`config.mk`:
```
export PLATFORM = sky130hd
export DESIGN_NAME = rd_ctrl_mc_flat
export DESIGN_NICKNAME = d
export VERILOG_FILES = /design/src/rtl/rd_ctrl_mc_if.sv /design/src/rtl/rd_ctrl_mc.sv /design/src/flat_wrapper.sv
export SDC_FILE = /design/constraint.sdc
export NUM_CORES = 1
export LEC_CHECK = 0
export BUFFER_PORTS_ARGS = -buffer_cell sky130_fd_sc_hd__buf_2
export CORE_AREA = 2 2 141 143
export CTS_CLUSTER_DIAMETER = 200
export DETAILED_ROUTE_END_ITERATION = 8
export DIE_AREA = 0 0 143 145
export GPL_TIMING_DRIVEN = 0
export PLACE_DENSITY = 0.76
export SLEW_MARGIN = 20
export SYNTH_ARGS = -nofsm -noshare
export SYNTH_HDL_FRONTEND = slang
export SYNTH_SLANG_ARGS = --single-unit
```
`constraint.sdc`:
```
create_clock -name clk -period 2.8 [get_ports clk]
set_input_delay 0.14 -clock clk [delete_from_list [all_inputs] [get_ports clk]]
set_output_delay 0.14 -clock clk [all_outputs]
set_load 0.05 [all_outputs]
```
`src/rtl/rd_ctrl_mc_if.sv`:
```
// Accelerator read-channel bundle for rd_ctrl_mc: per-channel request/ready,
// packed byte addresses, shared return data and a one-hot return strobe.
interface rd_ctrl_mc_if #(
    parameter int unsigned addr_width = 32,
    parameter int unsigned data_width = 32,
    parameter int unsigned num_ch     = 2
) ();
    logic [num_ch-1:0]            acc_rd_valid;
    logic [num_ch-1:0]            acc_rd_ready;
    logic [num_ch*addr_width-1:0] acc_rd_addr;
    logic [data_width-1:0]        acc_rd_data;
    logic [num_ch-1:0]            acc_rd_data_valid;

    modport master (
        output acc_rd_valid, acc_rd_addr,
        input  acc_rd_ready, acc_rd_data, acc_rd_data_valid
    );

    modport slave (
        input  acc_rd_valid, acc_rd_addr,
        output acc_rd_ready, acc_rd_data, acc_rd_data_valid
    );
endinterface

```
`src/rtl/rd_ctrl_mc.sv`:
```
// Multi-channel cache read controller: round-robin arbitration into one
// lookup/miss FSM, in-order channel-ID FIFO for return routing, hit/miss counters.
module rd_ctrl_mc #(
    parameter int unsigned addr_width = 32,
    parameter int unsigned data_width = 32,
    parameter int unsigned list_depth = 4,
    parameter int unsigned list_width = 32,
    parameter int unsigned num_ch     = 2,
    parameter int unsigned rsp_depth  = 4,
    parameter int unsigned cnt_width  = 16,
    localparam int unsigned TW = $clog2(list_depth),
    localparam int unsigned OW = $clog2(list_width * data_width / 8)
) (
    input  logic                  clk,
    input  logic                  rst_n,
    rd_ctrl_mc_if.slave           acc_rd,
    output logic [addr_width-1:0] acc_index,
    output logic [1:0]            acc_cmd,
    output logic [TW-1:0]         acc_tag,
    output logic                  acc_req,
    input  logic                  acc_gnt,
    input  logic [2:0]            acc_status,
    input  logic [TW-1:0]         return_tag,
    input  logic [addr_width-1:0] return_index,
    output logic [2:0]            proc_status_r,
    output logic [addr_width-1:0] proc_addr_r,
    output logic [TW-1:0]         proc_tag_r,
    input  logic [2:0]            proc_status_w,
    input  logic [addr_width-1:0] proc_addr_w,
    input  logic [TW-1:0]         proc_tag_w,
    output logic                  fetch_req,
    input  logic                  fetch_gnt,
    output logic [1:0]            fetch_cmd,
    output logic [TW-1:0]         fetch_tag,
    output logic [addr_width-1:0] fetch_addr,
    input  logic                  fetch_done,
    output logic                  mem_ren,
    input  logic                  mem_rready,
    output logic [TW+OW-3:0]      mem_raddr,
    input  logic [data_width-1:0] mem_rdata,
    input  logic                  mem_rdata_valid,
    input  logic                  cnt_clr,
    output logic [cnt_width-1:0]  hit_cnt,
    output logic [cnt_width-1:0]  miss_cnt
);
    localparam int unsigned CW = (num_ch > 1) ? $clog2(num_ch) : 1;
    localparam int unsigned PW = $clog2(rsp_depth);
    localparam logic [PW:0] FULL_CNT = (PW+1)'(rsp_depth);
    localparam logic [addr_width-1:0] LINE_MASK = {{(addr_width-OW){1'b1}}, {OW{1'b0}}};

    localparam logic [3:0] S_IDLE             = 4'd0;
    localparam logic [3:0] S_NORM             = 4'd1;
    localparam logic [3:0] S_WAIT_LOOKUP      = 4'd2;
    localparam logic [3:0] S_WAIT_MEM         = 4'd3;
    localparam logic [3:0] S_CHECK_CONFLICT   = 4'd4;
    localparam logic [3:0] S_ALLOCATE_LINE    = 4'd5;
    localparam logic [3:0] S_WR_REQ           = 4'd6;
    localparam logic [3:0] S_WAIT_WR_DONE     = 4'd7;
    localparam logic [3:0] S_RD_REQ           = 4'd8;
    localparam logic [3:0] S_WAIT_RD_DONE     = 4'd9;
    localparam logic [3:0] S_ACC_MEM          = 4'd10;
    localparam logic [3:0] S_UPDATE_LIST      = 4'd11;
    localparam logic [3:0] S_UPDATE_LIST_DONE = 4'd12;
    localparam logic [3:0] S_WAIT_CONFLICT    = 4'd13;

    localparam logic [1:0] CMD_NONE   = 2'b00;
    localparam logic [1:0] CMD_LOOKUP = 2'b01;
    localparam logic [1:0] CMD_ALLOC  = 2'b10;
    localparam logic [1:0] CMD_UPDATE = 2'b11;
    localparam logic [1:0] FC_WB      = 2'b00;
    localparam logic [1:0] FC_FILL    = 2'b01;

    logic [3:0]            st_q, st_d;
    logic [CW-1:0]         rr_q, ch_q, win_ch, cur_ch, kc;
    logic [addr_width-1:0] addr_q, vic_q, vic_d, win_addr, cur_addr, line_addr;
    logic [TW-1:0]         tag_q, tag_d, mtag;
    logic [1:0]            fcmd_q, fcmd_d;
    logic                  rdp_q, rdp_d;
    logic                  any_vld, arb_en, hsk, look_req, look_gnt, st_hit, mem_rhsk;
    logic                  push, pop, fifo_full;
    logic [CW-1:0]         fifo_q [rsp_depth];
    logic [PW-1:0]         wr_ptr, rd_ptr;
    logic [PW:0]           cnt_q;

    // First valid channel at or after the round-robin pointer, wrapping
    always_comb begin
        win_ch  = '0;
        any_vld = 1'b0;
        kc      = '0;
        for (int unsigned i = 0; i < num_ch; i++) begin
            kc = CW'((32'(rr_q) + i) % num_ch);
            if (!any_vld && acc_rd.acc_rd_valid[kc]) begin
                any_vld = 1'b1;
                win_ch  = kc;
            end
        end
    end

    assign fifo_full = (cnt_q == FULL_CNT);
    assign arb_en    = ((st_q == S_IDLE) || (st_q == S_NORM)) && !fifo_full;
    assign hsk       = arb_en && any_vld;
    assign win_addr  = acc_rd.acc_rd_addr[win_ch*addr_width +: addr_width];
    assign cur_addr  = hsk ? win_addr : addr_q;
    assign cur_ch    = hsk ? win_ch : ch_q;
    assign line_addr = addr_q & LINE_MASK;

    always_comb begin
        acc_rd.acc_rd_ready         = '0;
        acc_rd.acc_rd_ready[win_ch] = hsk;
    end

    assign look_req = hsk || (st_q == S_WAIT_LOOKUP);
    assign look_gnt = look_req && acc_gnt;
    assign st_hit   = (acc_status == 3'b001) || (acc_status == 3'b010) || (acc_status == 3'b110);

    always_comb begin
        st_d          = st_q;
        tag_d         = tag_q;
        vic_d         = vic_q;
        fcmd_d        = fcmd_q;
        rdp_d         = rdp_q;
        acc_req       = 1'b0;
        acc_cmd       = CMD_NONE;
        mem_ren       = 1'b0;
        mtag          = tag_q;
        proc_status_r = 3'b000;
        fetch_req     = 1'b0;
        case (st_q)
            S_NORM:        if (!hsk) st_d = S_IDLE;
            S_WAIT_MEM: begin
                mem_ren = 1'b1;
                if (mem_rready) st_d = S_NORM;
            end
            S_CHECK_CONFLICT: begin
                proc_status_r = 3'b001;
                if (((proc_status_w == 3'b001) || (proc_status_w == 3'b010)) &&
                    (proc_addr_w == line_addr))
                    st_d = S_WAIT_CONFLICT;
                else
                    st_d = S_ALLOCATE_LINE;
            end
            S_ALLOCATE_LINE: begin
                proc_status_r = 3'b010;
                acc_req       = 1'b1;
                acc_cmd       = CMD_ALLOC;
                if (acc_gnt) begin
                    tag_d = return_tag;
                    vic_d = return_index;
                    if (acc_status == 3'b010) begin
                        fcmd_d = FC_WB;
                        rdp_d  = 1'b1;
                        st_d   = S_WR_REQ;
                    end else begin
                        fcmd_d = FC_FILL;
                        st_d   = S_RD_REQ;
                    end
                end
            end
            S_WR_REQ: begin
                proc_status_r = 3'b010;
                fetch_req     = 1'b1;
                if (fetch_gnt) st_d = S_WAIT_WR_DONE;
            end
            S_WAIT_WR_DONE: begin
                proc_status_r = 3'b010;
                if (fetch_done) st_d = S_UPDATE_LIST;
            end
            S_RD_REQ: begin
                proc_status_r = 3'b010;
                fetch_req     = 1'b1;
                if (fetch_gnt) st_d = S_WAIT_RD_DONE;
            end
            S_WAIT_RD_DONE: begin
                proc_status_r = 3'b010;
                if (fetch_done) begin
                    rdp_d = 1'b0;
                    st_d  = S_ACC_MEM;
                end
            end
            S_ACC_MEM: begin
                mem_ren       = 1'b1;
                proc_status_r = mem_rready ? 3'b011 : 3'b010;
                if (mem_rready) st_d = S_UPDATE_LIST;
            end
            S_UPDATE_LIST: begin
                proc_status_r = 3'b010;
                acc_req       = 1'b1;
                acc_cmd       = CMD_UPDATE;
                if (acc_gnt) begin
                    if (rdp_q) begin
                        fcmd_d = FC_FILL;
                        st_d   = S_RD_REQ;
                    end else begin
                        st_d = S_UPDATE_LIST_DONE;
                    end
                end
            end
            S_UPDATE_LIST_DONE: if (proc_status_w != 3'b100) st_d = S_NORM;
            S_WAIT_CONFLICT: begin
                proc_status_r = 3'b100;
                if ((proc_status_w != 3'b001) && (proc_status_w != 3'b010)) begin
                    tag_d = proc_tag_w;
                    st_d  = S_ACC_MEM;
                end
            end
            S_IDLE, S_WAIT_LOOKUP: ;
            default: st_d = S_IDLE;
        endcase
        // Lookup is shared by the arbitration cycle and WAIT_LOOKUP, so it overrides the case above
        if (look_req) begin
            acc_req = 1'b1;
            acc_cmd = CMD_LOOKUP;
            if (!acc_gnt) begin
                st_d = S_WAIT_LOOKUP;
            end else if (st_hit) begin
                mem_ren = 1'b1;
                mtag    = return_tag;
                tag_d   = return_tag;
                st_d    = mem_rready ? S_NORM : S_WAIT_MEM;
            end else if (acc_status == 3'b000) begin
                st_d = S_CHECK_CONFLICT;
            end else begin
                st_d = S_WAIT_CONFLICT;
            end
        end
    end

    assign mem_rhsk    = mem_ren && mem_rready;
    assign mem_raddr   = {mtag, cur_addr[OW-1:2]};
    assign acc_index   = cur_addr & LINE_MASK;
    assign acc_tag     = tag_q;
    assign proc_addr_r = line_addr;
    assign proc_tag_r  = tag_q;
    assign fetch_cmd   = fcmd_q;
    assign fetch_tag   = tag_q;
    assign fetch_addr  = (st_q == S_WR_REQ) ? vic_q : line_addr;

    always_ff @(posedge clk or negedge rst_n) begin
        if (!rst_n) begin
            st_q   <= S_IDLE;
            rr_q   <= '0;
            addr_q <= '0;
            ch_q   <= '0;
            tag_q  <= '0;
            vic_q  <= '0;
            fcmd_q <= FC_WB;
            rdp_q  <= 1'b0;
        end else begin
            st_q   <= st_d;
            tag_q  <= tag_d;
            vic_q  <= vic_d;
            fcmd_q <= fcmd_d;
            rdp_q  <= rdp_d;
            if (hsk) begin
                addr_q <= win_addr;
                ch_q   <= win_ch;
                rr_q   <= (win_ch == CW'(num_ch - 1)) ? '0 : win_ch + 1'b1;
            end
        end
    end

    // Response routing: one entry per accepted RAM read, popped by returning data
    assign push = mem_rhsk;
    assign pop  = mem_rdata_valid && (cnt_q != '0);

    always_ff @(posedge clk) begin
        if (push) fifo_q[wr_ptr] <= cur_ch;
    end

    always_ff @(posedge clk or negedge rst_n) begin
        if (!rst_n) begin
            wr_ptr <= '0;
            rd_ptr <= '0;
            cnt_q  <= '0;
        end else begin
            if (push) wr_ptr <= wr_ptr + 1'b1;
            if (pop)  rd_ptr <= rd_ptr + 1'b1;
            if (push && !pop)      cnt_q <= cnt_q + 1'b1;
            else if (pop && !push) cnt_q <= cnt_q - 1'b1;
        end
    end

    assign acc_rd.acc_rd_data = mem_rdata;

    always_comb begin
        acc_rd.acc_rd_data_valid                 = '0;
        acc_rd.acc_rd_data_valid[fifo_q[rd_ptr]] = pop;
    end

    always_ff @(posedge clk or negedge rst_n) begin
        if (!rst_n) begin
            hit_cnt  <= '0;
            miss_cnt <= '0;
        end else if (cnt_clr) begin
            hit_cnt  <= '0;
            miss_cnt <= '0;
        end else if (look_gnt) begin
            if (st_hit && (hit_cnt != '1))
                hit_cnt <= hit_cnt + 1'b1;
            else if ((acc_status == 3'b000) && (miss_cnt != '1))
                miss_cnt <= miss_cnt + 1'b1;
        end
    end
endmodule

```
`src/flat_wrapper.sv`:
```
// flat-port wrapper written by rule: the top's interface ports become plain ports
module rd_ctrl_mc_flat 
#(
    parameter int unsigned addr_width = 32,
    parameter int unsigned data_width = 32,
    parameter int unsigned list_depth = 4,
    parameter int unsigned list_width = 32,
    parameter int unsigned num_ch     = 2,
    parameter int unsigned rsp_depth  = 4,
    parameter int unsigned cnt_width  = 16,
    localparam int unsigned TW = $clog2(list_depth),
    localparam int unsigned OW = $clog2(list_width * data_width / 8)
)
  (clk, rst_n, acc_index, acc_cmd, acc_tag, acc_req, acc_gnt, acc_status, return_tag, return_index, proc_status_r, proc_addr_r, proc_tag_r, proc_status_w, proc_addr_w, proc_tag_w, fetch_req, fetch_gnt, fetch_cmd, fetch_tag, fetch_addr, fetch_done, mem_ren, mem_rready, mem_raddr, mem_rdata, mem_rdata_valid, cnt_clr, hit_cnt, miss_cnt, acc_rd_acc_rd_valid, acc_rd_acc_rd_addr, acc_rd_acc_rd_ready, acc_rd_acc_rd_data, acc_rd_acc_rd_data_valid);
  rd_ctrl_mc_if #(.addr_width(addr_width), .data_width(data_width), .num_ch(num_ch)) acc_rd_i ();
  input  logic clk;
  input  logic rst_n;
  output logic [addr_width-1:0] acc_index;
  output logic [1:0] acc_cmd;
  output logic [TW-1:0] acc_tag;
  output logic acc_req;
  input  logic acc_gnt;
  input  logic [2:0] acc_status;
  input  logic [TW-1:0] return_tag;
  input  logic [addr_width-1:0] return_index;
  output logic [2:0] proc_status_r;
  output logic [addr_width-1:0] proc_addr_r;
  output logic [TW-1:0] proc_tag_r;
  input  logic [2:0] proc_status_w;
  input  logic [addr_width-1:0] proc_addr_w;
  input  logic [TW-1:0] proc_tag_w;
  output logic fetch_req;
  input  logic fetch_gnt;
  output logic [1:0] fetch_cmd;
  output logic [TW-1:0] fetch_tag;
  output logic [addr_width-1:0] fetch_addr;
  input  logic fetch_done;
  output logic mem_ren;
  input  logic mem_rready;
  output logic [TW+OW-3:0] mem_raddr;
  input  logic [data_width-1:0] mem_rdata;
  input  logic mem_rdata_valid;
  input  logic cnt_clr;
  output logic [cnt_width-1:0] hit_cnt;
  output logic [cnt_width-1:0] miss_cnt;
  input wire logic [$bits(acc_rd_i.acc_rd_valid)-1:0] acc_rd_acc_rd_valid;
  input wire logic [$bits(acc_rd_i.acc_rd_addr)-1:0] acc_rd_acc_rd_addr;
  output wire logic [$bits(acc_rd_i.acc_rd_ready)-1:0] acc_rd_acc_rd_ready;
  output wire logic [$bits(acc_rd_i.acc_rd_data)-1:0] acc_rd_acc_rd_data;
  output wire logic [$bits(acc_rd_i.acc_rd_data_valid)-1:0] acc_rd_acc_rd_data_valid;
  assign acc_rd_i.acc_rd_valid = acc_rd_acc_rd_valid;
  assign acc_rd_i.acc_rd_addr = acc_rd_acc_rd_addr;
  assign acc_rd_acc_rd_ready = acc_rd_i.acc_rd_ready;
  assign acc_rd_acc_rd_data = acc_rd_i.acc_rd_data;
  assign acc_rd_acc_rd_data_valid = acc_rd_i.acc_rd_data_valid;
  rd_ctrl_mc #(.addr_width(addr_width), .data_width(data_width), .list_depth(list_depth), .list_width(list_width), .num_ch(num_ch), .rsp_depth(rsp_depth), .cnt_width(cnt_width)) u_core (.clk(clk), .rst_n(rst_n), .acc_rd(acc_rd_i), .acc_index(acc_index), .acc_cmd(acc_cmd), .acc_tag(acc_tag), .acc_req(acc_req), .acc_gnt(acc_gnt), .acc_status(acc_status), .return_tag(return_tag), .return_index(return_index), .proc_status_r(proc_status_r), .proc_addr_r(proc_addr_r), .proc_tag_r(proc_tag_r), .proc_status_w(proc_status_w), .proc_addr_w(proc_addr_w), .proc_tag_w(proc_tag_w), .fetch_req(fetch_req), .fetch_gnt(fetch_gnt), .fetch_cmd(fetch_cmd), .fetch_tag(fetch_tag), .fetch_addr(fetch_addr), .fetch_done(fetch_done), .mem_ren(mem_ren), .mem_rready(mem_rready), .mem_raddr(mem_raddr), .mem_rdata(mem_rdata), .mem_rdata_valid(mem_rdata_valid), .cnt_clr(cnt_clr), .hit_cnt(hit_cnt), .miss_cnt(miss_cnt));
endmodule
```
* Word level (Yosys, flattened, before mapping)
Memories as Yosys holds them, arrays and structs flattened.
Cells that the tools add are included.
** Cells by class
- Add/subtract/negate cells :: 8
- Magnitude comparators :: 6
- Eq/ne operators :: 43
- Shift operators :: 1
- Multiplexer cells :: 76
- Bitwise logic cells :: 2
- Reductions and logical operators :: 43
** Operators by type and width (count)
- $mux 16 :: 7
- $mux 4 :: 17
- $mux 32 :: 2
- $shiftx 64x7->32 :: 1
- $pmux 4 s13 :: 1
- $add 16x1->16 const B :: 2
- $eq 32x32->1 :: 1
- $ne 16x16->1 const B :: 2
- $ne 3x2->1 const B :: 9
- $mux 1 :: 26
- $mux 2 :: 13
- $eq 4x4->1 const B :: 6
- $eq 4x3->1 const B :: 4
- $logic_and 1x1->1 :: 14
- $pmux 2 s2 :: 3
- $pmux 3 s4 :: 1
- $reduce_and 12->1 :: 1
- $reduce_bool 2->1 :: 6
- $mux 3 :: 3
- $ne 3x1->1 const B :: 3
- $eq 4x2->1 const B :: 2
- $lt 1x2->1 const B :: 4
- $ne 2x2->1 const B :: 4
- $reduce_and 4->1 :: 2
- other kinds (23) :: 45
** Storage, ports and cells
- Bits in registers :: 114
- Bits in writable memories :: 4
- Logic and storage cells :: 194
- Memories :: 1
** Memory list
- u_core.fifo_q :: words 4, bits a word 1, rd ports 1, clocked after memory_dff 0, wr ports 1, RTL line rd_ctrl_mc.sv:81 : logic [CW-1:0] fifo_q [rsp_depth];

* Longest topological paths before layout
Gate-level depths: netlist of run 1.
- Word-level depth :: 14
- Gate-level depth with buffers :: 13

* Worst setup path before layout of run 1
OpenSTA, ideal clock, no wires.
- Path type :: reg-to-reg
- Start point :: register u_core.st_q[2]
- End point :: register u_core.addr_q[10]
- Library setup time :: 214 ps
- Arrival :: 2573 ps
- Setup slack :: 12 ps
- Cell stages (with the launch flop) :: 6
- Buffers on the path :: 2
- Cell sequence :: dfrtp_1 > clkbuf_1 > nor4_1 > clkbuf_1 > nor2_1 > a21oi_1
** Between the ends
- Word-level cells in the longest chain between the ends :: 5
- Elaborated cells on any way between the ends :: 6
** Ends and longest elaborated chain
- from (decl) :: RTL line rd_ctrl_mc.sv:73 : logic [3:0] st_q, st_d;
- from (signal assigned) :: RTL line rd_ctrl_mc.sv:249 : st_q <= st_d;
- $eq 4x1->1 / $logic_not 4->1 (equally long branches) :: RTL line rd_ctrl_mc.sv:100 : assign arb_en = ((st_q == S_IDLE) || (st_q == S_NORM)) && !fifo_full;
- $logic_or 1x1->1 (*) :: RTL line rd_ctrl_mc.sv:100
- $logic_and 1x1->1 (*) :: RTL line rd_ctrl_mc.sv:100
- $logic_and 1x1->1 (*) :: RTL line rd_ctrl_mc.sv:101 : assign hsk = arb_en && any_vld;
- $mux 32 (*)
- net acc_index[10] :: RTL line flat_wrapper.sv:18 : output logic [addr_width-1:0] acc_index;
- to (signal assigned) :: RTL line rd_ctrl_mc.sv:255 : addr_q <= win_addr;
- to (decl) :: RTL line rd_ctrl_mc.sv:75 : logic [addr_width-1:0] addr_q, vic_q, vic_d, win_addr, cur_addr, line_addr;
Mark *: on every way through the listed nets, which the timed path passes. The rest lies on a longest branch.
A chain may end at the register's enable or synchronous reset.

* Worst setup path in the final report of run 1
- Start point :: register u_core.st_q[2]
- End point :: register u_core.cnt_q[2]
** Between the ends
- Word-level cells in the longest chain between the ends :: 10
- Elaborated cells on any way between the ends :: 20
** Ends and longest elaborated chain
- $eq 4x2->1, or another cell as far along :: RTL line rd_ctrl_mc.sv:128 : case (st_q)
- $reduce_or 2->1 (no source line) / $logic_or 1x1->1 (equally long branches)
- $mux 1 / $logic_and 1x1->1 (equally long branches) :: RTL line rd_ctrl_mc.sv:128, rd_ctrl_mc.sv:100
- $mux 1 / $logic_and 1x1->1 (equally long branches) :: RTL line rd_ctrl_mc.sv:215, rd_ctrl_mc.sv:101
- $mux 1 / $logic_or 1x1->1 (equally long branches) :: RTL line rd_ctrl_mc.sv:213, rd_ctrl_mc.sv:112
- $mux 1 (*) :: RTL line rd_ctrl_mc.sv:210 : if (look_req) begin
- $logic_and 1x1->1 (*) :: RTL line rd_ctrl_mc.sv:228 : assign mem_rhsk = mem_ren && mem_rready;
- net u_core.mem_rhsk :: RTL line rd_ctrl_mc.sv:79 : logic any_vld, arb_en, hsk, look_req, look_gnt, st_hit, mem_rhsk;
- $logic_not 1->1 :: RTL line rd_ctrl_mc.sv:279 : else if (pop && !push) cnt_q <= cnt_q - 1'b1;
- $logic_and 1x1->1 :: RTL line rd_ctrl_mc.sv:279
- $reduce_bool 2->1 (no source line)
- to (signal assigned) :: RTL line rd_ctrl_mc.sv:278 : if (push && !pop) cnt_q <= cnt_q + 1'b1;
- to (signal assigned) :: RTL line rd_ctrl_mc.sv:279
- to (decl) :: RTL line rd_ctrl_mc.sv:83 : logic [PW:0] cnt_q;
Marked as above.

==> results of run 1 <==
[timing repair]
item,in CTS,in global routing
gates resized for setup,27,14
setup buffers,2,3
setup endpoints to repair,60,48
pin swaps,2,4
endpoints found under the hold margin,84,0
hold buffers,35,0
[kinds of logic after synthesis]
group | after synthesis | share of synthesized area (%)
compound gates | 133 | 11.5
xor+xnor | 34 | 4.22
flops | 115 | 41.0
fa+ha+maj | 8 | 1.52
other cells | 1 | 0.0531
simple gates | 295 | 20.3
buf+inv | 130 | 11.2
mux | 66 | 10.1
[registers in the layout, indices dropped and copies added, names as in the netlist]
signal	count
u_core.addr_q	30
u_core.wr_ptr	2
u_core.fetch_cmd	1
u_core.cnt_q	3
u_core.rd_ptr	2
u_core.ch_q	1
u_core.vic_q	32
u_core.acc_tag	2
u_core.rr_q	1
u_core.miss_cnt	16
u_core.st_q	4
u_core.hit_cnt	16
u_core.rdp_q	1
u_core.fifo_q	4
[cell usage in the layout (no fill, tap or decap), types with 17 or more instances in the layout]
cell type and n:
buf_2 312, nand2_1 119, dfrtp_1 108, buf_4 83, a21oi_1 65, nor2_1 53, dlygate4sd3_1 35, mux2i_1 34
mux2_2 31, xor2_1 29, clkbuf_1 23, o21ai_0 17, o31ai_1 17, clkbuf_16 17
[worst max-delay path by stage]
stage | cells past startpoint | slack (ps) | end | start
2_1_floorplan | 5 | 10 | u_core.addr_q[10] | u_core.st_q[2]
3_3_place_gp | 6 | -920 | acc_index[25] | u_core.st_q[2]
3_5_place_dp | 12 | -410 | u_core.cnt_q[2] | u_core.st_q[1]
4_1_cts | 12 | 10 | u_core.cnt_q[2] | u_core.st_q[0]
5_1_grt | 11 | -4 | u_core.cnt_q[2] | u_core.cnt_q[2]
6_report | 10 | 80 | u_core.cnt_q[2] | u_core.st_q[2]
[area by class of cell]
class,instances,area (um2),area share (%)
well taps,265,332,3.26
flip-flops and latches,115,2900,28.5
diodes,4,10.0,0.0983
clock buffers,22,474,4.66
multi-input cells,551,3520,34.6
clock inverters,10,130,1.28
inverters,15,56.3,0.553
plain buffers,113,747,7.34
repair buffers,356,2010,19.7
[per-layer routing]
| metal | wire length (um) | up-vias | track usage (%) |
|---|---|---|---|
| li1 | - | 3418 | - |
| met1 | 9070 | 3343 | 26.6 |
| met2 | 13100 | 338 | 42.1 |
| met3 | 1730 | 48 | 5.35 |
| met4 | 605 | 0 | 7.92 |
| met5 | 0 | - | 0 |
[power by group]
| part | total (mW) | internal [mW] | switching (mW) | leakage (nW) |
|---|---|---|---|---|
| logic | 6.91 | 2.01 | 4.90 | 3.35 |
| clock network | 2.25 | 1.46 | 0.791 | 0.296 |
| registers | 2.83 | 2.25 | 0.578 | 1.42 |
| total | 12.0 | 5.72 | 6.26 | 5.07 |
[worst max-delay path, stage by stage, from the launching register on]
cell      delay (ps)
dfrtp_2          440
or3b_4           450
or3_4            370
buf_6            160
a21boi_4         150
ha_4             160
inv_1             50
fa_1             370
xor2_1           170
nor2_1           140
xor2_1           160
==> impl_metrics.json, run 1 <==
{
  "avgViaCountPerCell": 4.93,
  "count_of_placed_standard_cells_in_the_final_layout_fillers_left_out": 1451,
  "postSynth.topFlopCell": "dfrtp_1",
  "gpl.final_weighted_congestion": 0.917,
  "detail_route.wirelength_um": 24500,
  "clkSlewWorstSetupHoldPaths_ps": 50,
  "post-route-min-period_ps": 2720,
  "totalNegativeSetupSlack_ps": 0,
  "global_route.usage.total_pct": 23.3,
  "crit-reg2reg-launch": "u_core.st_q[2]",
  "holdWs_ps": 39.3,
  "post-layout-total-power_mw": 12.0,
  "placed_cell_area_um2": 9060,
  "ant_nets": 0,
  "syn-instance-count": 782,
  "first_global_vias": 7116,
  "slew_viol_final": 0,
  "final_hpwl_dp_um": 18400,
  "syn-cell-area_um2": 7060,
  "most_common_cell_in_the_synthesized_netlist": "nand2_1",
  "dieWidth_um": 143,
  "floorplan.core_area_um2": 19200,
  "drt_iter0_markers": 391,
  "htreeDepth": 4,
  "cts.sinks": 115,
  "synth.avg_cell_area_um2": 9.03,
  "fillers": 1797,
  "cts_tree": "yes",
  "worst_setup_path_end_kind": "register",
  "most_instantiated_cells_after_synthesis": "nand2_1, dfrtp_1, buf_4",
  "transition_at_the_pin_with_the_smallest_max_transition_slack_ps": 914,
  "r2r_cells": 10,
  "drc_errors": 0,
  "post-place-ws_ps": -406,
  "slew-limit-headroom_pct": 38.6,
  "path_max_fanout": 10,
  "yosys.area.top_type": "dfrtp_1",
  "synthDistinctLibCells": 57,
  "finish.net_count": 1357,
  "timing.setup.critical_path_class": "reg -> reg",
  "r2r-end": "u_core.cnt_q[2]",
  "leak_pwr_nw": 5.07,
  "outcome": "finished clean",
  "synth_largest_type_area_fraction_pct": 39.3,
  "power-per-cell-area_nw_per_um2": 1180,
  "min_path_cells": 3,
  "grt_start_max_net_pins": 62,
  "post-route-util_pct": 53.0,
  "yosysSeqAreaShare_pct": 41.0,
  "numCtsBuffers": 17,
  "timing.critical_path.required_ps": 3140,
  "chipHeight_um": 145,
  "antenna_violations_before_repair": 3,
  "synth_warnings": 0,
  "vdd_ir_drop_max_mv": 1.08,
  "cts_root_buf": "clkbuf_16",
  "max_clock_buf_depth": 2,
  "grt_pass1_wl_um": 37400,
  "drive_above_1_share_pct": 41.9,
  "grt_overflow_total": 0,
  "timing.max_cap.violations": 0,
  "hold_path_end": "u_core.acc_tag[1]",
  "fmaxAchievable_mhz": 368,
  "async_flop_share_pct": 96.5,
  "fin_ws_ps": 82.1,
  "average_routed_wire_per_standard_cell_um": 16.9,
  "area_of_all_placed_cells_without_fillers_um2": 10200,
  "hold_start": "proc_tag_w[1]",
  "synth.area.top_cells": "dfrtp_1, buf_4, nand2_1",
  "worst_ep_arrival_time_ps": 3060,
  "numPlacedInstances": 1377,
  "setup_viol_count_final": 0,
  "port-buffer-count": 314,
  "initial_utilization_pct": 36.8,
  "critical_path.startpoint_type": "register",
  "floorplan.io_pins": 367,
  "firstDrtPassIters": 8,
  "report.final.hold_viol_count": 0,
  "fraction_of_the_cycle_the_final_worst_path_needs_pct": 97.1,
  "synth-seq-cells": 115,
  "detailroute.via_count": 7147,
  "timing.clock.skew_ps": 10.8,
  "synth-edff-count": 4,
  "worstHoldPathType": "in -> reg",
  "area_delta_synth_final_pct": 44.2,
  "clkLatencyLatePin_ps": 420,
  "rows": 51,
  "die_area_um2": 20700,
  "r2r_slack_ps": 80
}
No activity file was read; power rests on OpenSTA's default activity.
==> inputs of run 2 (changes only) <==
--- a/config.mk
+++ b/config.mk
@@ -11,6 +11,7 @@
 export DETAILED_ROUTE_END_ITERATION = 8
 export DIE_AREA = 0 0 143 145
 export GPL_TIMING_DRIVEN = 0
+export HOLD_SLACK_MARGIN = 0.06
 export PLACE_DENSITY = 0.76
 export SLEW_MARGIN = 20
 export SYNTH_ARGS = -nofsm -noshare
==> run 2 against run 1 <==
Against the previous run: design area grew 1.1%; flip-flop and latch count is the same; final cell count grew 0.69%; clock skew shrank 1.4 ps; global-route usage grew 0.17 points; via count grew 1.2%; clock power is essentially flat; clock-buffer cell count is the same; die area is the same; largest cell class unchanged; largest power group unchanged.
==> impl_metrics.json, run 2 (synthesized netlist as in run 1, its figures left out) <==
{
  "global_route.usage.total_pct": 23.4,
  "p_sw_share_pct": 52.1,
  "firstDrtPassIters": 5,
  "first_global_vias": 7185,
  "drive_above_1_share_pct": 41.6,
  "timing.critical_path.required_ps": 3140,
  "worstHoldPathType": "in -> reg",
  "detailroute.via_count": 7230,
  "fraction_of_the_cycle_the_final_worst_path_needs_pct": 96.9,
  "hold_path_end": "u_core.addr_q[7]",
  "r2r-end": "u_core.cnt_q[2]",
  "max_clock_buf_depth": 2,
  "r2r_cells": 10,
  "numCtsBuffers": 17,
  "setup_viol_count_final": 0,
  "die_area_um2": 20700,
  "report.final.hold_viol_count": 0,
  "numPlacedInstances": 1377,
  "share_seq_of_total_power_pct": 23.5,
  "clkLatencyLatePin_ps": 420,
  "crit-reg2reg-launch": "u_core.st_q[2]",
  "fmaxAchievable_mhz": 369,
  "critical_path.startpoint_type": "register",
  "cts_tree": "yes",
  "timing.clock.skew_ps": 9.40,
  "avgViaCountPerCell": 4.95,
  "internal-power_mw": 5.76,
  "floorplan.io_pins": 367,
  "leak_pwr_nw": 5.12,
  "floorplan.core_area_um2": 19200,
  "average_routed_wire_per_standard_cell_um": 16.9,
  "grt_start_max_net_pins": 62,
  "post-route-min-period_ps": 2710,
  "worst_ep_arrival_time_ps": 3050,
  "dieWidth_um": 143,
  "chipHeight_um": 145,
  "transition_at_the_pin_with_the_smallest_max_transition_slack_ps": 913,
  "layout.cells.most_common_list": "buf_2, nand2_1, dfrtp_1",
  "final_hpwl_dp_um": 18400,
  "power.combinational.fraction_pct": 57.8,
  "area_delta_synth_final_pct": 45.8,
  "drc_errors": 0,
  "largest_register_ffs": 32,
  "hold_start": "acc_rd_acc_rd_addr[39]",
  "fillers": 1779,
  "rows": 51,
  "ant_nets": 0,
  "cts_root_buf": "clkbuf_16",
  "pwr-share-clk_pct": 18.7,
  "outcome": "finished clean",
  "r2r_slack_ps": 90,
  "path_max_fanout": 10,
  "drt_iter0_markers": 350,
  "power-per-cell-area_nw_per_um2": 1170,
  "vdd_ir_drop_max_mv": 1.07,
  "timing.setup.critical_path_class": "reg -> reg",
  "register_bank_with_the_most_flops": "u_core.vic_q",
  "worst_setup_path_end_kind": "register",
  "grt_overflow_total": 0,
  "finish.net_count": 1368,
  "htreeDepth": 4,
  "clkSlewWorstSetupHoldPaths_ps": 50,
  "final_common_cell": "buf_2",
  "cts.sinks": 115,
  "gpl.final_weighted_congestion": 0.917,
  "detail_route.wirelength_um": 24700,
  "count_of_placed_standard_cells_in_the_final_layout_fillers_left_out": 1461,
  "slew-limit-headroom_pct": 38.6,
  "post-route-util_pct": 53.6,
  "timing.max_cap.violations": 0,
  "grt_pass1_wl_um": 37700,
  "p_switching_mw": 6.28,
  "min_path_cells": 3,
  "antenna_violations_before_repair": 2,
  "initial_utilization_pct": 36.8,
  "slew_viol_final": 0,
  "port-buffer-count": 314,
  "reg_top3": "u_core.vic_q: 32 flops, u_core.addr_q: 30 flops"
}
-- run 2: power groups by stage --
stage / Clock [mW] / Sequential [mW] / Combinational [mW]
3_5_place_dp: 0 / 2.84 / 6.66
4_1_cts: 2.29 / 2.82 / 6.88
6_report: 2.25 / 2.83 / 6.96
2_1_floorplan: 0 / 2.68 / 5.13
5_1_grt: 2.36 / 2.90 / 7.35
3_3_place_gp: 0 / 2.82 / 6.57
-- run 2: what timing repair did --
item / in CTS / in global routing
endpoints found under the hold margin: 91 / 0
pin swaps: 2 / 4
endpoints found under the setup margin: 60 / 49
gates resized for setup: 27 / 15
setup buffers: 2 / 3
hold buffers: 46 / 0
-- run 2: cell type report --
cell class,count,area [um2],area share [%]
clock inverters,10,130,1.26
diodes,3,7.51,0.0729
clock buffers,22,474,4.61
well taps,265,332,3.22
plain buffers,113,747,7.26
flip-flops and latches,115,2900,28.2
repair buffers,367,2120,20.6
multi-input cells,551,3530,34.3
inverters,15,56.3,0.547
-- run 2: per-layer routing --
layer,track usage [%],wire [um],vias to the layer above
li1,-,-,3440
met1,27.0,9160,3385
met2,42.2,13000,368
met3,5.25,1900,37
met4,8.02,617,0
met5,0,0,-
-- run 2: worst max-delay path by stage --
stage | slack (ps) | end | from
2_1_floorplan | 10 | u_core.addr_q[10] | u_core.st_q[2]
3_3_place_gp | -920 | acc_index[25] | u_core.st_q[2]
3_5_place_dp | -410 | u_core.cnt_q[2] | u_core.st_q[1]
4_1_cts | 10 | u_core.cnt_q[2] | u_core.st_q[0]
5_1_grt | -4 | u_core.cnt_q[2] | u_core.cnt_q[2]
6_report | 90 | u_core.cnt_q[2] | u_core.st_q[2]
-- run 2: metrics by stage --
step / total power [mW] / hold WS, ps / setup WS, ps / setup TNS, ps / cell area (um2)
after floorplan: 7.81 / -156 / 12.0 / 0 / 7110
after global placement: 9.38 / 333 / -922 / -40370 / 9010
after detailed placement: 9.50 / 129 / -406 / -753 / 9060
after CTS: 12.0 / 60.1 / 9.77 / 0 / 10200
after global routing: 12.6 / 72.4 / -4.39 / -4.39 / 10300
final: 12.0 / 73.9 / 87.9 / 0 / 10300
-- run 2: worst max-delay path, stage by stage, from the launching register on --
cell,delay [ps]
dfrtp_2,440
or3b_4,450
or3_4,370
buf_6,160
a21boi_4,150
ha_4,160
inv_1,50
fa_1,370
xor2_1,170
nor2_1,140
xor2_1,160
==> inputs of run 3 (changes only) <==
==> constraint.sdc (replaced) <==
create_clock -name clk -period 2.8 [get_ports clk]
set_input_delay 0.14 -clock clk [delete_from_list [all_inputs] [get_ports clk]]
set_output_delay 0.14 -clock clk [all_outputs]
set_load 0.005 [all_outputs]
==> run 3 against run 2 <==
Against the previous run: via count about the same; critical endpoint is now u_core.acc_tag[0]; clock-buffer cell count did not move; flip-flop and latch count did not move; critical path depth down 1; fmax grew 1.8%; global-route usage decreased by 0.14 points; register-to-register slack improved by 50 ps; sequential power about the same; routed wire length down 0.65%.
==> impl_metrics.json, run 3 (synthesized netlist as in run 1, its figures left out) <==
{
  "reg_top3": "u_core.vic_q: 32 flops, u_core.addr_q: 30 flops",
  "max_clock_buf_depth": 2,
  "drc_errors": 0,
  "power-per-cell-area_nw_per_um2": 883,
  "grt_overflow_total": 0,
  "floorplan.io_pins": 367,
  "finish.net_count": 1368,
  "timing.clock.skew_ps": 9.63,
  "drive_above_1_share_pct": 41.2,
  "detail_route.wirelength_um": 24500,
  "firstDrtPassIters": 5,
  "post-layout-total-power_mw": 9.06,
  "seqCellArea_um2": 2900,
  "fraction_of_the_cycle_the_final_worst_path_needs_pct": 95.2,
  "fillers": 1778,
  "timing.max_cap.violations": 0,
  "totalNegativeSetupSlack_ps": 0,
  "drt_iter0_markers": 391,
  "post-place-ws_ps": -406,
  "final_hpwl_dp_um": 18400,
  "cts_tree": "yes",
  "antenna_violations_before_repair": 2,
  "global_route.usage.total_pct": 23.3,
  "path_max_fanout": 8,
  "final_common_cell": "buf_2",
  "grt_pass1_wl_um": 37500,
  "critical_path.startpoint_type": "register",
  "timing.critical_path.required_ps": 3110,
  "detailroute.via_count": 7232,
  "unrepaired_setup_endpoints_after_global_routing": "no",
  "leak_pwr_nw": 5.11,
  "fin_ws_ps": 135,
  "worstHoldPathType": "in -> reg",
  "transition_at_the_pin_with_the_smallest_max_transition_slack_ps": 1040,
  "outcome": "finished clean",
  "holdWs_ps": 72.9,
  "rows": 51,
  "slew_viol_final": 0,
  "numCtsBuffers": 17,
  "setup_viol_count_final": 0,
  "port-buffer-count": 314,
  "register_bank_with_the_most_flops": "u_core.vic_q",
  "numPlacedInstances": 1377,
  "avgViaCountPerCell": 4.95,
  "die_area_um2": 20700,
  "dieWidth_um": 143,
  "layout.cells.most_common_list": "buf_2, nand2_1, dfrtp_1",
  "post-route-min-period_ps": 2660,
  "vdd_ir_drop_max_mv": 0.528,
  "report.final.hold_viol_count": 0,
  "fmaxAchievable_mhz": 375,
  "htreeDepth": 4,
  "initial_utilization_pct": 36.8,
  "grt_start_max_net_pins": 62,
  "floorplan.core_area_um2": 19200,
  "cts_root_buf": "clkbuf_16",
  "area_delta_synth_final_pct": 45.4,
  "multi_input_comb_area_um2": 3520,
  "worst_ep_arrival_time_ps": 2970,
  "count_of_placed_standard_cells_in_the_final_layout_fillers_left_out": 1461,
  "cts.sinks": 115,
  "worst_setup_path_end_kind": "register",
  "average_routed_wire_per_standard_cell_um": 16.8,
  "ant_nets": 0,
  "gpl.final_weighted_congestion": 0.917,
  "clkLatencyLatePin_ps": 430,
  "chipHeight_um": 145,
  "slew-limit-headroom_pct": 30.3,
  "clkSlewWorstSetupHoldPaths_ps": 50,
  "largest_register_ffs": 32,
  "first_global_vias": 7157,
  "timing.setup.critical_path_class": "reg -> reg"
}
==> run 3: changes by cell type in the layout (fill, tap and decap cells not counted), moves of 2 or more <==
| cell | before | now |
|---|---|---|
| dfrtp_2 | 3 | 1 |
| buf_2 | 312 | 317 |
| dfrtp_1 | 108 | 110 |
| clkbuf_4 | 4 | 1 |
==> run 3: critical path, stage by stage, from the launching register on <==
cell	delay, ps
dfrtp_2	410
buf_4	150
buf_4	130
nor2b_1	100
clkbuf_1	360
nand3_2	320
nor2b_1	250
a22oi_1	140
o2bb2ai_1	90
dlygate4sd3_1	590
==> run 3: power by group <==
group	internal [mW]	switching [mW]	total (mW)
Clock	1.46	0.786	2.25
Combinational	2.01	1.98	3.99
Sequential	2.25	0.574	2.82
==> run 3: area by class of cell <==
type	count	share of cell area, %
Inverter	15	0.548
Buffer	112	7.13
Tap cell	265	3.23
Timing Repair Buffer	368	20.6
Multi-Input combinational cell	551	34.3
Clock buffer	22	4.62
Sequential cell	115	28.2
Antenna cell	3	0.0731
Clock inverter	10	1.27
==> run 3: final timing paths <==
| kind | from | to | slack [ps] | depth (start not counted) |
|---|---|---|---|---|
| setup / recovery | u_core.st_q[1] | u_core.acc_tag[0] | 140 | 9 |
| hold / removal | acc_rd_acc_rd_addr[46] | u_core.addr_q[14] | 70 | 3 |
| setup reg to reg | u_core.st_q[1] | u_core.acc_tag[0] | 140 | 9 |
| hold reg to reg | u_core.vic_q[3] | u_core.vic_q[3] | 470 | 2 |
| max in group asynchronous | rst_n | u_core.vic_q[13] | 1850 | 3 |
| min in group asynchronous | rst_n | u_core.miss_cnt[3] | 250 | 2 |
==> run 3: routing by layer <==
metal,track usage [%],wire length (um)
met1,26.6,9080
met2,42.1,12800
met3,5.61,1920
met4,7.72,737
met5,0,0
==> run 3: what timing repair did <==
item / 4_1_cts / 5_1_grt
hold buffers: 46 / 0
endpoints found under the setup margin: 57 / 50
pin swaps: 1 / 4
setup buffers: 3 / 3
resized for setup: 20 / 14
hold endpoints to repair: 91 / 0
==> run 3: through the flow <==
stage / utilization [%] / area, um2
2_1_floorplan: - / 7110
3_3_place_gp: 46.9 / 9010
3_5_place_dp: 47.2 / 9060
4_1_cts: 53.1 / 10200
5_1_grt: 53.4 / 10300
6_report: 53.4 / 10300
